===== config.mk =====
export PLATFORM = sky130hd
export DESIGN_NAME = dma_xfer_sched
export DESIGN_NICKNAME = d
export VERILOG_FILES = /design/src/rtl/dma_xfer_sched.sv
export SDC_FILE = /design/constraint.sdc
export NUM_CORES = 1
export LEC_CHECK = 0
export ABC_CLOCK_PERIOD_IN_PS = 9600
export CAP_MARGIN = 10
export CORE_ASPECT_RATIO = 0.9
export CORE_MARGIN = 5
export CORE_UTILIZATION = 59
export DETAILED_ROUTE_END_ITERATION = 10
export GPL_ROUTABILITY_DRIVEN = 0
export PLACE_DENSITY = 0.88
export SYNTH_ARGS = -nofsm -noshare
export SYNTH_HDL_FRONTEND = slang
export SYNTH_SLANG_ARGS = --single-unit

===== constraint.sdc =====
create_clock -name clk -period 9.6 [get_ports clk]
set_input_delay 1.44 -clock clk [delete_from_list [all_inputs] [get_ports clk]]
set_output_delay 1.44 -clock clk [all_outputs]
set_load 0.005 [all_outputs]

===== src/rtl/dma_xfer_sched.sv =====
// DMA channel transfer scheduler: splits a transfer into 4KB-safe AXI
// bursts, gating reads on FIFO room and writes on FIFO fill.
module dma_xfer_sched #(
  parameter int DW        = 32,
  parameter int AW_W      = 32,
  parameter int LW        = 16,
  parameter int DEPTH     = 16,
  parameter int MAX_BURST = 8
) (
  input  logic                     clk,
  input  logic                     rstn,
  input  logic                     start,
  input  logic [AW_W-1:0]          src_addr,
  input  logic [AW_W-1:0]          dst_addr,
  input  logic [LW-1:0]            len,
  input  logic [$clog2(DEPTH)-1:0] fifo_cnt,
  output logic                     ar_valid,
  input  logic                     ar_ready,
  output logic [AW_W-1:0]          ar_addr,
  output logic [7:0]               ar_len,
  input  logic                     r_beat,
  output logic                     aw_valid,
  input  logic                     aw_ready,
  output logic [AW_W-1:0]          aw_addr,
  output logic [7:0]               aw_len,
  output logic                     w_active,
  input  logic                     w_beat,
  output logic                     w_last,
  input  logic                     b_valid,
  output logic                     b_ready,
  input  logic [1:0]               b_resp,
  output logic                     busy,
  output logic                     done,
  output logic                     err
);

  localparam int BSH = $clog2(DW/8);

  typedef enum logic [1:0] {
    R_IDLE, R_CHK, R_AR, R_DATA
  } rd_st_e;

  typedef enum logic [2:0] {
    W_IDLE, W_CHK, W_AW, W_DATA, W_RESP, W_DONE
  } wr_st_e;

  rd_st_e          r_rst, w_rnxt;
  wr_st_e          r_wst, w_wnxt;
  logic [AW_W-1:0] r_raddr, r_waddr;
  logic [LW-1:0]   r_rrem, r_wrem;
  logic [7:0]      r_arlen, r_awlen;
  logic [7:0]      r_rcnt, r_wcnt;
  logic            r_busy, r_done, r_err;

  logic [8:0] w_rb, w_wb, w_rbn, w_wbn;
  logic       w_start, w_go, w_rfit, w_wfit;
  logic       w_rlast, w_wlast, w_bhs, w_fin;

  // beats = min(remaining, MAX_BURST, beats left in this 4KB page)
  function automatic logic [8:0] f_burst(
    input logic [11:0]   a,
    input logic [LW-1:0] rem
  );
    logic [31:0] room;
    logic [31:0] b;
    room = (32'd4096 - {20'd0, a}) >> BSH;
    b    = 32'(MAX_BURST);
    if (room < b) b = room;
    if (32'(rem) < b) b = 32'(rem);
    return b[8:0];
  endfunction

  assign w_start = start & ~r_busy;
  assign w_go    = w_start & (len != '0);
  assign w_rb    = f_burst(r_raddr[11:0], r_rrem);
  assign w_wb    = f_burst(r_waddr[11:0], r_wrem);
  assign w_rbn   = {1'b0, r_arlen} + 9'd1;
  assign w_wbn   = {1'b0, r_awlen} + 9'd1;
  assign w_rfit  = (32'(fifo_cnt) + 32'(w_rb))
                   <= 32'(DEPTH-1);
  assign w_wfit  = 32'(fifo_cnt) >= 32'(w_wb);
  assign w_rlast = (r_rst == R_DATA) & r_beat
                   & (r_rcnt == r_arlen);
  assign w_wlast = (r_wst == W_DATA) & w_beat
                   & (r_wcnt == r_awlen);
  assign w_bhs   = (r_wst == W_RESP) & b_valid;
  assign w_fin   = (r_wst == W_DONE) & (r_rst == R_IDLE);

  always_ff @(posedge clk or negedge rstn) begin
    if (!rstn) begin
      r_rst <= R_IDLE;
      r_wst <= W_IDLE;
    end else begin
      r_rst <= w_rnxt;
      r_wst <= w_wnxt;
    end
  end

  always_comb begin
    w_rnxt = r_rst;
    unique case (r_rst)
      R_IDLE: if (w_go)     w_rnxt = R_CHK;
      R_CHK:  if (w_rfit)   w_rnxt = R_AR;
      R_AR:   if (ar_ready) w_rnxt = R_DATA;
      R_DATA:
        if (w_rlast)
          w_rnxt = (r_rrem == LW'(w_rbn)) ?
                   R_IDLE : R_CHK;
      default: w_rnxt = R_IDLE;
    endcase
  end

  always_comb begin
    w_wnxt = r_wst;
    unique case (r_wst)
      W_IDLE: if (w_go)     w_wnxt = W_CHK;
      W_CHK:  if (w_wfit)   w_wnxt = W_AW;
      W_AW:   if (aw_ready) w_wnxt = W_DATA;
      W_DATA: if (w_wlast)  w_wnxt = W_RESP;
      W_RESP:
        if (b_valid)
          w_wnxt = (r_wrem == LW'(w_wbn)) ?
                   W_DONE : W_CHK;
      W_DONE: if (w_fin)    w_wnxt = W_IDLE;
      default: w_wnxt = W_IDLE;
    endcase
  end

  always_ff @(posedge clk or negedge rstn) begin
    if (!rstn) begin
      r_raddr <= '0;
      r_rrem  <= '0;
      r_arlen <= '0;
      r_rcnt  <= '0;
    end else begin
      if (w_go) begin
        r_raddr <= src_addr;
        r_rrem  <= len;
      end
      if (r_rst == R_CHK && w_rfit)
        r_arlen <= w_rb[7:0] - 8'd1;
      if (w_rlast) begin
        r_rcnt  <= '0;
        r_raddr <= r_raddr + (AW_W'(w_rbn) << BSH);
        r_rrem  <= r_rrem - LW'(w_rbn);
      end else if (r_rst == R_DATA && r_beat) begin
        r_rcnt  <= r_rcnt + 8'd1;
      end
    end
  end

  always_ff @(posedge clk or negedge rstn) begin
    if (!rstn) begin
      r_waddr <= '0;
      r_wrem  <= '0;
      r_awlen <= '0;
      r_wcnt  <= '0;
    end else begin
      if (w_go) begin
        r_waddr <= dst_addr;
        r_wrem  <= len;
      end
      if (r_wst == W_CHK && w_wfit)
        r_awlen <= w_wb[7:0] - 8'd1;
      if (w_wlast)
        r_wcnt <= '0;
      else if (r_wst == W_DATA && w_beat)
        r_wcnt <= r_wcnt + 8'd1;
      if (w_bhs) begin
        r_waddr <= r_waddr + (AW_W'(w_wbn) << BSH);
        r_wrem  <= r_wrem - LW'(w_wbn);
      end
    end
  end

  always_ff @(posedge clk or negedge rstn) begin
    if (!rstn) begin
      r_busy <= 1'b0;
      r_done <= 1'b0;
      r_err  <= 1'b0;
    end else begin
      r_done <= (w_start & (len == '0)) | w_fin;
      if (w_go)
        r_busy <= 1'b1;
      else if (w_fin)
        r_busy <= 1'b0;
      if (w_start)
        r_err <= 1'b0;
      else if (w_bhs && b_resp != 2'b00)
        r_err <= 1'b1;
    end
  end

  always_comb begin
    ar_valid = (r_rst == R_AR);
    ar_addr  = ar_valid ? r_raddr : '0;
    ar_len   = ar_valid ? r_arlen : '0;
    aw_valid = (r_wst == W_AW);
    aw_addr  = aw_valid ? r_waddr : '0;
    aw_len   = aw_valid ? r_awlen : '0;
    w_active = (r_wst == W_DATA);
    w_last   = w_active & (r_wcnt == r_awlen);
    b_ready  = (r_wst == W_RESP);
    busy     = r_busy;
    done     = r_done;
    err      = r_err;
  end

endmodule


## Word-level counts from Yosys, hierarchy flattened

Index checks and enable logic that the tools add are counted.

| storage, ports and cells | value |
|---|---|
| bits in registers | 136 |
| logic and storage cells | 121 |
| output and inout bits | 88 |
| input bits | 94 |

| operators by class | value |
|---|---|
| reductions and logical operators | 18 |
| bitwise logic cells | 12 |
| muxes and demuxes | 37 |
| $lt $le $gt $ge | 6 |
| equality and inequality tests | 22 |
| $add $sub $neg | 13 |

Operator list:

| kind | count |
|---|---|
| two-way mux 32 bit | 6 |
| adder 32 x 11 -> 32 bit | 2 |
| < comparator 16 x 30 -> 1 bit | 2 |
| < comparator 30 x 4 -> 1 bit (second input constant) | 2 |
| two-way mux 30 bit | 2 |
| two-way mux 16 bit | 3 |
| two-way mux 8 bit | 6 |
| equality test 16 x 9 -> 1 bit | 2 |
| subtractor 16 x 9 -> 16 bit | 2 |
| subtractor 13 x 12 -> 14 bit (first input constant) | 2 |
| two-way mux 3 bit | 7 |
| adder 8 x 1 -> 9 bit (second input constant) | 2 |
| two-way mux 9 bit | 2 |
| case mux 3 bit (6 select lines) | 1 |
| adder 8 x 1 -> 8 bit (second input constant) | 2 |
| equality test 8 bit | 2 |
| logical NOT 16 bit | 1 |
| nonzero test 16 bit | 1 |
| subtractor 8 x 1 -> 8 bit (second input constant) | 2 |
| inequality test 2 bit (second input constant) | 7 |
| nonzero test 2 bit | 7 |
| adder 4 x 9 -> 10 bit | 1 |
| AND 1 bit | 10 |
| less-or-equal comparator 10 x 4 -> 1 bit (second input constant) | 1 |
| other kinds (17) | 33 |

## Longest topological paths before layout

Gate-level depths: netlist (run 1).

| logic depth | value |
|---|---|
| depth after elaboration | 9 |
| gate-level depth with buffers | 24 |
| depth with buffers taken out | 21 |

## Least setup slack after synthesis (run 1)

Ideal clock, no wire load.

| path | value |
|---|---|
| path type | flip-flop to flip-flop |
| start point | register r_waddr[0] |
| end point | register r_awlen[5] |
| required time | 9.481 ns |
| setup time | 0.119 ns |
| cell stages (with the launch flop) | 24 |
| buffers on the path | 2 |
| clock period less this slack | 4.536 ns |
| slack | 5.064 ns |
| arrival time | 4.418 ns |
| cell sequence | dfrtp_1 or3_1 or2_2 xor2_1 nand2_1 ha_1 nand4_1 nor2_1 a221oi_1 o2111ai_1 clkbuf_1 nor2_1 a41oi_1 inv_1 ha_1 nand2b_1 a21o_1 a21oi_1 nor2b_1 o22ai_1 nor2b_1 clkbuf_1 o211ai_1 o21a_1 |

| between the ends | value |
|---|---|
| cells in the longest elaborated chain, start to end | 7 |
| elaborated cells between the ends (all ways) | 8 |
| classes of those cells | 2 x add/sub; 3 x order compare; 2 x mux; 1 x reduce/logical |

RTL lines:

| what | RTL line | text |
|---|---|---|
| from (decl) | 49 | `logic [AW_W-1:0] r_raddr, r_waddr;` |
| from (signal assigned) | 160 | `r_waddr <= dst_addr;` |
| from (signal assigned) | 170 | `r_waddr <= r_waddr + (AW_W'(w_wbn) << BSH);` |
| subtractor 13 x 12 -> 14 bit (*) | 66 | `room = (32'd4096 - {20'd0, a}) >> BSH;` |
| < comparator 30 x 4 -> 1 bit | 68 | `if (room < b) b = room;` |
| two-way mux 30 bit (*) | 68 |  |
| < comparator 16 x 30 -> 1 bit | 69 | `if (32'(rem) < b) b = 32'(rem);` |
| two-way mux 9 bit (*) | 69 |  |
| greater-or-equal comparator 4 x 9 -> 1 bit | 81 | `assign w_wfit = 32'(fifo_cnt) >= 32'(w_wb);` |
| logical AND 1 bit | 163 | `if (r_wst == W_CHK && w_wfit)` |
| to (signal assigned) | 164 | `r_awlen <= w_wb[7:0] - 8'd1;` |
| to (decl) | 51 | `logic [7:0] r_arlen, r_awlen;` |

Mark *: on every way between the ends. The rest lies on a longest branch, timed or not.
A chain may end at the register's enable or synchronous reset.

## Worst setup path after layout (run 1)

| path | value |
|---|---|
| start point | register r_raddr[3] |
| end point | register r_arlen[4] |

| between the ends | value |
|---|---|
| cells in the longest elaborated chain, start to end | 8 |
| elaborated cells between the ends (all ways) | 9 |
| classes of those cells | 3 x add/sub; 3 x order compare; 2 x mux; 1 x reduce/logical |

RTL lines:

| what | RTL line | text |
|---|---|---|
| from (decl) | 49 |  |
| from (signal assigned) | 137 | `r_raddr <= src_addr;` |
| from (signal assigned) | 144 | `r_raddr <= r_raddr + (AW_W'(w_rbn) << BSH);` |
| subtractor 13 x 12 -> 14 bit (*) | 66 |  |
| < comparator 30 x 4 -> 1 bit | 68 |  |
| two-way mux 30 bit (*) | 68 |  |
| < comparator 16 x 30 -> 1 bit | 69 |  |
| two-way mux 9 bit (*) | 69 |  |
| adder 4 x 9 -> 10 bit | 79 | `assign w_rfit = (32'(fifo_cnt) + 32'(w_rb))` |
| less-or-equal comparator 10 x 4 -> 1 bit | 80 | `<= 32'(DEPTH-1);` |
| logical AND 1 bit | 140 | `if (r_rst == R_CHK && w_rfit)` |
| to (signal assigned) | 141 | `r_arlen <= w_rb[7:0] - 8'd1;` |
| to (decl) | 51 |  |

Marked as above.

==> out/results.md, run 1 <==
• 1.06 ns — slew of the pin with the lowest slew margin
• sky130_fd_sc_hd__nor2_1 (145), sky130_fd_sc_hd__dfrtp_1 (136), sky130_fd_sc_hd__nand2_1 (129) — Post-synth top cells
• 1241 — fillers
• 0 — postcts setup bufs
• 33.1% — part of the Yosys area used for sequential elements
• 18.7 um — mean routed wirelength per cell
• 136 — TritonCTS Sinks
• 0 — antenna violations before repair
• 33.1% — area fraction of the dominant cell type after synthesis
• 0 — Overflow after GRT
• 0.65 ns — slowest stage delay, CP
• 1 — sum of buffers and inverters on the critical path
• 11 — largest fanout on the critical path
• 10.1k — via count of the first global-routing pass
• 0 — antenna viol nets, final
• simple AND/OR/NAND/NOR gates — CP delay by family, top
• 0 — number of warning messages in the yosys log
• 0 — CTS hold repair buffers
• 0 — Resized cells post-CTS
• sky130_fd_sc_hd__dfrtp_1 — leading register cell type out of synthesis
• 0 — Hold Fails Final Rpt
• 29.3% — Max transition margin
• 0.0130 mm2 — post-route cell area
• 10.3k — via count
• 1643 — number of placed instances with taps included
• 4.48 ns — pre-CTS setup slack
• 6 — Detailed Routing Iterations Pass 1
• 1673 — count of non-filler cells in the finished layout
• sky130_fd_sc_hd__nor2_1 — most frequently used cell type in the post-synthesis netlist
• 6.18 — Vias per Instance
• 30.9% — overall track demand over capacity in global routing
• 1598 — count of nets after finishing
• sky130_fd_sc_hd__dfrtp_1 — cell taking the most area after synthesis
• 0.202 mV — Max VDD drop
• 182 — I/O pin count
• 0.519 ns — worst hold slack
• 26.0% — synthesis-to-finish area growth
• 67 — library cells used by synthesis
• sky130_fd_sc_hd__a21oi_1 — most common cell type on the critical path
• 0 — Final setup violation count
• 9.90 ns — required arrival time at the worst endpoint
• 3.92 mW — post-layout power
• false — setup repair after global routing missed its margin
• 4.94% — layout cell share with drive strength beyond 1
• 1090 — count of routing violations after the opening detailed-route iteration
• 4.24 ns — final worst setup slack
• 5.36 ns — post-route minimum period
• 1253 — number of instances in the synthesized netlist
• 0.00871 ns — Worst Skew
• 45 — number of core rows
• 94 — pin count of the biggest net entering global routing
• 31300 um — post-detailed-routing wire length
• sky130_fd_sc_hd__nor2_1 — Max stage delay cell, worst path
• 17 — number of buffers created by CTS
• 135 um — Die Ht
• 0.06 ns — clock transition at the registers of the reported paths
• 181 — total of buffers placed on input and output ports
• yes — CTS tree
• 2 — clock buffer depth
• 4 — H-tree depth
• 0.0123 mm2 — placement-stage cell area
• reg2reg — worst hold-check path type
• 0.43 ns — clock latency reported for the late side of the worst-skew pair
• reg2reg — classification of the worst setup path
• 100% — Post-synth ARST share
• finished, final reports clean — run status
• 0.0202 mm2 — die area
• 149 um — horizontal extent of the die
• 0.0170 mm2 — core area
• 5.66 ns — arrival time worst endpoint
• 55.8% — share of the cycle needed by the critical path after routing
• 8.21 um2 — Avg Inst Size Synth
• 50800 um — wire length of the first global-routing pass
• 0.187 GHz — maximum frequency from static timing analysis
• 0.0103 mm2 — cell area after technology mapping
• 0 — Post-synth EDFFs
• 0 — max cap viols
• 302 mW/mm2 — Power Dens Cells
• sky130_fd_sc_hd__clkbuf_16 — Root Buffer Master
• 5.62 nW — Leak Pwr
• 0 ns — total negative setup slack
• 0 — total count of max-transition violations in the final report
• 0 — number of diodes
• flip-flop — Worst Setup Start Kind
• sky130_fd_sc_hd__dfrtp_1 (33%), sky130_fd_sc_hd__ha_1 (8.8%), sky130_fd_sc_hd__nor2_1 (5.3%) — Synth area leaders
• 136 — number of register bits inferred by synthesis
• or4_1, nor2_1, nor2_1, ha_1, a21oi_1, a21oi_1, a21oi_1, a31oi_1, nor2_1, mux2i_1, inv_1, ha_1, or4b_2, a21oi_1, a31oi_2, nand2b_1, mux2_4 — list of cells traversed by the critical path
• 22600 um — DP Wirelength
• 0 — Residual DRC
• 76.3% — post-layout utilization of the core
• flip-flop — CP Capture Type
• 60.5% — starting utilization of the core area
==> cell type report <==
type | count | area (um2) | share of cell area (%)
inverter | 56 | 210 | 1.62
tap | 235 | 294 | 2.27
clock inverter | 12 | 178 | 1.37
timing repair buffer | 195 | 1920 | 14.8
sequential | 136 | 3400 | 26.2
clock buffer | 18 | 439 | 3.39
multi-input combinational | 1021 | 6520 | 50.3
==> routing by layer <==
| layer | vias up | global-route usage (%) | part of all wire, % |
|---|---|---|---|
| met5 | - | 0 | 0 |
| met1 | 4960 | 42.8 | 43 |
| met2 | 481 | 48.4 | 47 |
| li1 | 4830 | - | - |
| met3 | 76 | 6.99 | 8.0 |
| met4 | 0 | 10.2 | 2.6 |
==> sequential cells by signal (all words and copies together), names as in the netlist <==
signal   flops
r_rrem      16
err          1
r_waddr     32
r_raddr     32
busy         1
r_wrem      16
r_wcnt       8
r_awlen      8
r_arlen      8
r_rst        2
r_rcnt       8
r_wst        3
done         1
==> worst min-delay path: stages (launching register included) <==
cell and delay, ns:
sky130_fd_sc_hd__dfrtp_1 0.38, sky130_fd_sc_hd__inv_1 0.05, sky130_fd_sc_hd__a21oi_1 0.05
==> placed cells by master (no fill, tap or decap), types with 5 or more instances in the layout <==
cell,count
sky130_fd_sc_hd__a311oi_1,20
sky130_fd_sc_hd__inv_1,56
sky130_fd_sc_hd__and2_1,84
sky130_fd_sc_hd__nand2_1,129
sky130_fd_sc_hd__o21ai_0,48
sky130_fd_sc_hd__o21a_1,11
sky130_fd_sc_hd__a31oi_1,29
sky130_fd_sc_hd__xnor2_1,36
sky130_fd_sc_hd__nor3_1,36
sky130_fd_sc_hd__nand3_1,37
sky130_fd_sc_hd__ha_1,72
sky130_fd_sc_hd__mux2_2,5
sky130_fd_sc_hd__fa_1,5
sky130_fd_sc_hd__o22ai_1,5
sky130_fd_sc_hd__clkdlybuf4s50_1,180
sky130_fd_sc_hd__nand2b_1,9
sky130_fd_sc_hd__xor2_1,33
sky130_fd_sc_hd__o31a_1,5
sky130_fd_sc_hd__dfrtp_1,136
sky130_fd_sc_hd__a211oi_1,42
sky130_fd_sc_hd__o31ai_1,5
sky130_fd_sc_hd__a21oi_1,78
sky130_fd_sc_hd__and4_1,7
sky130_fd_sc_hd__nor2_1,145
sky130_fd_sc_hd__conb_1,12
sky130_fd_sc_hd__mux2i_1,6
sky130_fd_sc_hd__nand4_1,20
sky130_fd_sc_hd__nor4_1,11
sky130_fd_sc_hd__o211ai_1,5
sky130_fd_sc_hd__buf_4,14
sky130_fd_sc_hd__and3_1,26
sky130_fd_sc_hd__clkbuf_16,17
sky130_fd_sc_hd__a21o_1,13
sky130_fd_sc_hd__o21bai_1,6
sky130_fd_sc_hd__nor2b_1,13
==> cell families (layout without fill, tap and decap cells) <==
kind of cell	after synthesis	count (layout)	synth area share [%]
other cells	1	12	0.0364
simple gates	542	542	25.9
flops	136	136	33.1
compound gates	306	306	19.7
buf+inv	107	281	3.99
xor+xnor	69	69	5.87
mux	15	15	1.71
fa+ha+maj	77	77	9.73
==> power breakdown <==
part	leakage [nW]	internal [mW]	switching, mW
logic	3.69	0.979	1.07
clock network	0.302	0.439	0.261
registers	1.63	0.816	0.357
total	5.62	2.23	1.69
==> worst paths after layout <==
| kind | startpoint | endpoint | slack (ns) | cells after the start |
|---|---|---|---|---|
| worst max-delay path | r_raddr[3] | r_arlen[4] | 4.24 | 17 |
| worst max register to register | r_raddr[3] | r_arlen[4] | 4.24 | 17 |
| worst min-delay path | err | err | 0.52 | 2 |
| worst min register to register | err | err | 0.52 | 2 |
| min in group asynchronous | rstn | r_raddr[18] | 1.08 | 1 |
| max in group asynchronous | rstn | r_wcnt[7] | 7.36 | 2 |
No activity file was read; power rests on OpenSTA's default activity.
==> inputs of run 2 (changes only) <==
Settings changed: ABC_CLOCK_PERIOD_IN_PS 9600 to 5010, CORE_UTILIZATION 59 to 54, PLACE_DENSITY 0.88 to 0.82.
Clock period 9.6 ns to 5.01 ns, I/O delays scaled along.
==> run 2 against run 1 <==
Effect of this change: global-route usage shrank 2.2 points; combinational power grew 94%; final cell count grew 1.1%; clock power grew 120%; setup slack lost 4.0 ns; highest routed layer unchanged; via count grew 0.22%.
==> out/results.md, run 2 (synthesized netlist as in run 1, its figures left out) <==
• 0.0124 mm2 — placement-stage cell area
• sky130_fd_sc_hd__clkbuf_16 — Root Buffer Master
• reg2reg — classification of the worst setup path
• 0.277 mV — Max VDD drop
• sky130_fd_sc_hd__dfrtp_1 — Max stage delay cell, worst path
• 5.70 nW — Leak Pwr
• r_raddr (32), r_waddr (32) — registers with the most flip-flops
• 1659 — number of placed instances with taps included
• 10.4k — via count
• 6.13 — Vias per Instance
• 28.7% — overall track demand over capacity in global routing
• sky130_fd_sc_hd__a21o_1 — most common cell type on the critical path
• 0 — total count of max-transition violations in the final report
• 591 mW/mm2 — Power Dens Cells
• sky130_fd_sc_hd__clkdlybuf4s50_1 (180), sky130_fd_sc_hd__nor2_1 (145), sky130_fd_sc_hd__dfrtp_1 (136), sky130_fd_sc_hd__nand2_1 (129), sky130_fd_sc_hd__and2_1 (84) — most frequent cells in the layout
• 0.985 ns — slew of the pin with the lowest slew margin
• 34.4% — Max transition margin
• 10.0k — via count of the first global-routing pass
• flip-flop — Worst Setup Start Kind
• r_waddr[2] — startpoint of the lowest-slack register-to-register path
• 1604 — count of nets after finishing
• 0 — max cap viols
• 51400 um — wire length of the first global-routing pass
• flip-flop — CP Capture Type
• 0 — Final setup violation count
• 47 — number of core rows
• 182 — I/O pin count
• 0.06 ns — clock transition at the registers of the reported paths
• 0.0186 mm2 — core area
• 136 — TritonCTS Sinks
• 1692 — count of non-filler cells in the finished layout
• 0 ns — total negative setup slack
• 96.0% — share of the cycle needed by the critical path after routing
• sky130_fd_sc_hd__clkdlybuf4s50_1 — commonest non-fill, non-tap cell in the layout
• 181 — total of buffers placed on input and output ports
• 0 — Hold Fails Final Rpt
• 817 — count of routing violations after the opening detailed-route iteration
• 0.0219 mm2 — die area
• 31900 um — post-detailed-routing wire length
• 0 — Residual DRC
• simple AND/OR/NAND/NOR gates — CP delay by family, top
• r_awlen[2] — critical register-to-register path endpoint
• 4.81 ns — post-route minimum period
• 5.12 ns — arrival time worst endpoint
• 1 — sum of buffers and inverters on the critical path
• 103 — pin count of the biggest net entering global routing
• 27.9% — synthesis-to-finish area growth
• in2async — worst hold-check path type
• 5 — Detailed Routing Iterations Pass 1
• 0.20 ns — setup slack of the worst register-to-register path
• yes — CTS tree
• 18 — logic depth of the worst register-to-register path
• 2 — clock buffer depth
• 23000 um — DP Wirelength
• 18.8 um — mean routed wirelength per cell
• 0 — Overflow after GRT
• 1 — antenna violations before repair
• 13 — largest fanout on the critical path
• or3_1, or2_2, xor2_1, nand2_1, ha_1, a21o_1, a21o_1, a221oi_1, o2111ai_2, buf_4, mux2_2, ha_1, a21o_1, a21oi_1, nor2b_1, o22ai_1, nor2b_4, mux2_2 — list of cells traversed by the critical path
• 141 um — Die Ht
• finished, final reports clean — run status
• 4 — H-tree depth
• 0 — antenna viol nets, final
• 156 um — horizontal extent of the die
• 0.0132 mm2 — post-route cell area
• 17 — number of buffers created by CTS
• 5.32 ns — required arrival time at the worst endpoint
• 0.00840 ns — Worst Skew
• 0.435 ns — worst hold slack
• 0.208 GHz — maximum frequency from static timing analysis
• 0.44 ns — slowest stage delay, CP
• 55.4% — starting utilization of the core area
• 1488 — fillers
• 5.60% — layout cell share with drive strength beyond 1
• 0.43 ns — clock latency reported for the late side of the worst-skew pair
==> run 2: layer usage <==
| layer | vias up | global-route usage [%] | wire length [um] |
|---|---|---|---|
| li1 | 4852 | - | - |
| met1 | 5009 | 40.5 | 14200 |
| met2 | 435 | 44.6 | 14800 |
| met3 | 74 | 5.55 | 2070 |
| met4 | 0 | 9.72 | 772 |
| met5 | - | 0 | 0 |
==> run 2: per-stage QoR <==
stage	power, mW	worst slack (ns)	util (%)
5_1_grt	8.32	-0.000444	70.8
6_report	7.78	0.200	70.8
3_5_place_dp	6.08	0.00363	66.8
4_1_cts	7.69	0.144	70.6
3_3_place_gp	5.95	0.201	66.8
2_1_floorplan	4.80	0.474	-
==> run 2: report_power, final <==
group / total [mW] / switching, mW / internal, mW
Sequential: 2.22 / 0.660 / 1.56
Combinational: 3.98 / 2.09 / 1.89
Clock: 1.57 / 0.516 / 1.05
Total: 7.78 / 3.27 / 4.51
==> run 2: final cells by class <==
class,count,area (um2),area share [%]
clock inverter,11,267,2.03
inverter,56,210,1.60
sequential,136,3400,25.9
clock buffer,21,450,3.42
tap,245,307,2.33
timing repair buffer,201,1960,14.9
multi-input combinational,1021,6560,49.8
antenna,1,2.50,0.0190
==> run 2: repair_timing <==
item                       4_1_cts  5_1_grt
hold buffers                     0        0
setup buffers                    0        0
pin swaps                        0        1
gates resized for setup          1        6
setup endpoints to repair        5       17
cloned                           0        0
==> run 2: worst max-delay path by stage <==
stage / cells after the start / end / slack, ns / start
2_1_floorplan: 23 / r_awlen[5] / 0.47 / r_waddr[0]
3_3_place_gp: 18 / r_awlen[3] / 0.20 / r_waddr[2]
3_5_place_dp: 19 / r_awlen[5] / 0.004 / r_waddr[2]
4_1_cts: 19 / r_awlen[2] / 0.14 / r_waddr[2]
5_1_grt: 21 / r_arlen[2] / -0.0004 / r_raddr[3]
6_report: 18 / r_awlen[2] / 0.20 / r_waddr[2]
==> inputs of run 3 (changes only) <==
Settings changed: CTS_CLUSTER_DIAMETER from default to 50.
==> results of run 3 <==
Same layout as run 2: the final DEF is identical, and so are final timing and power.
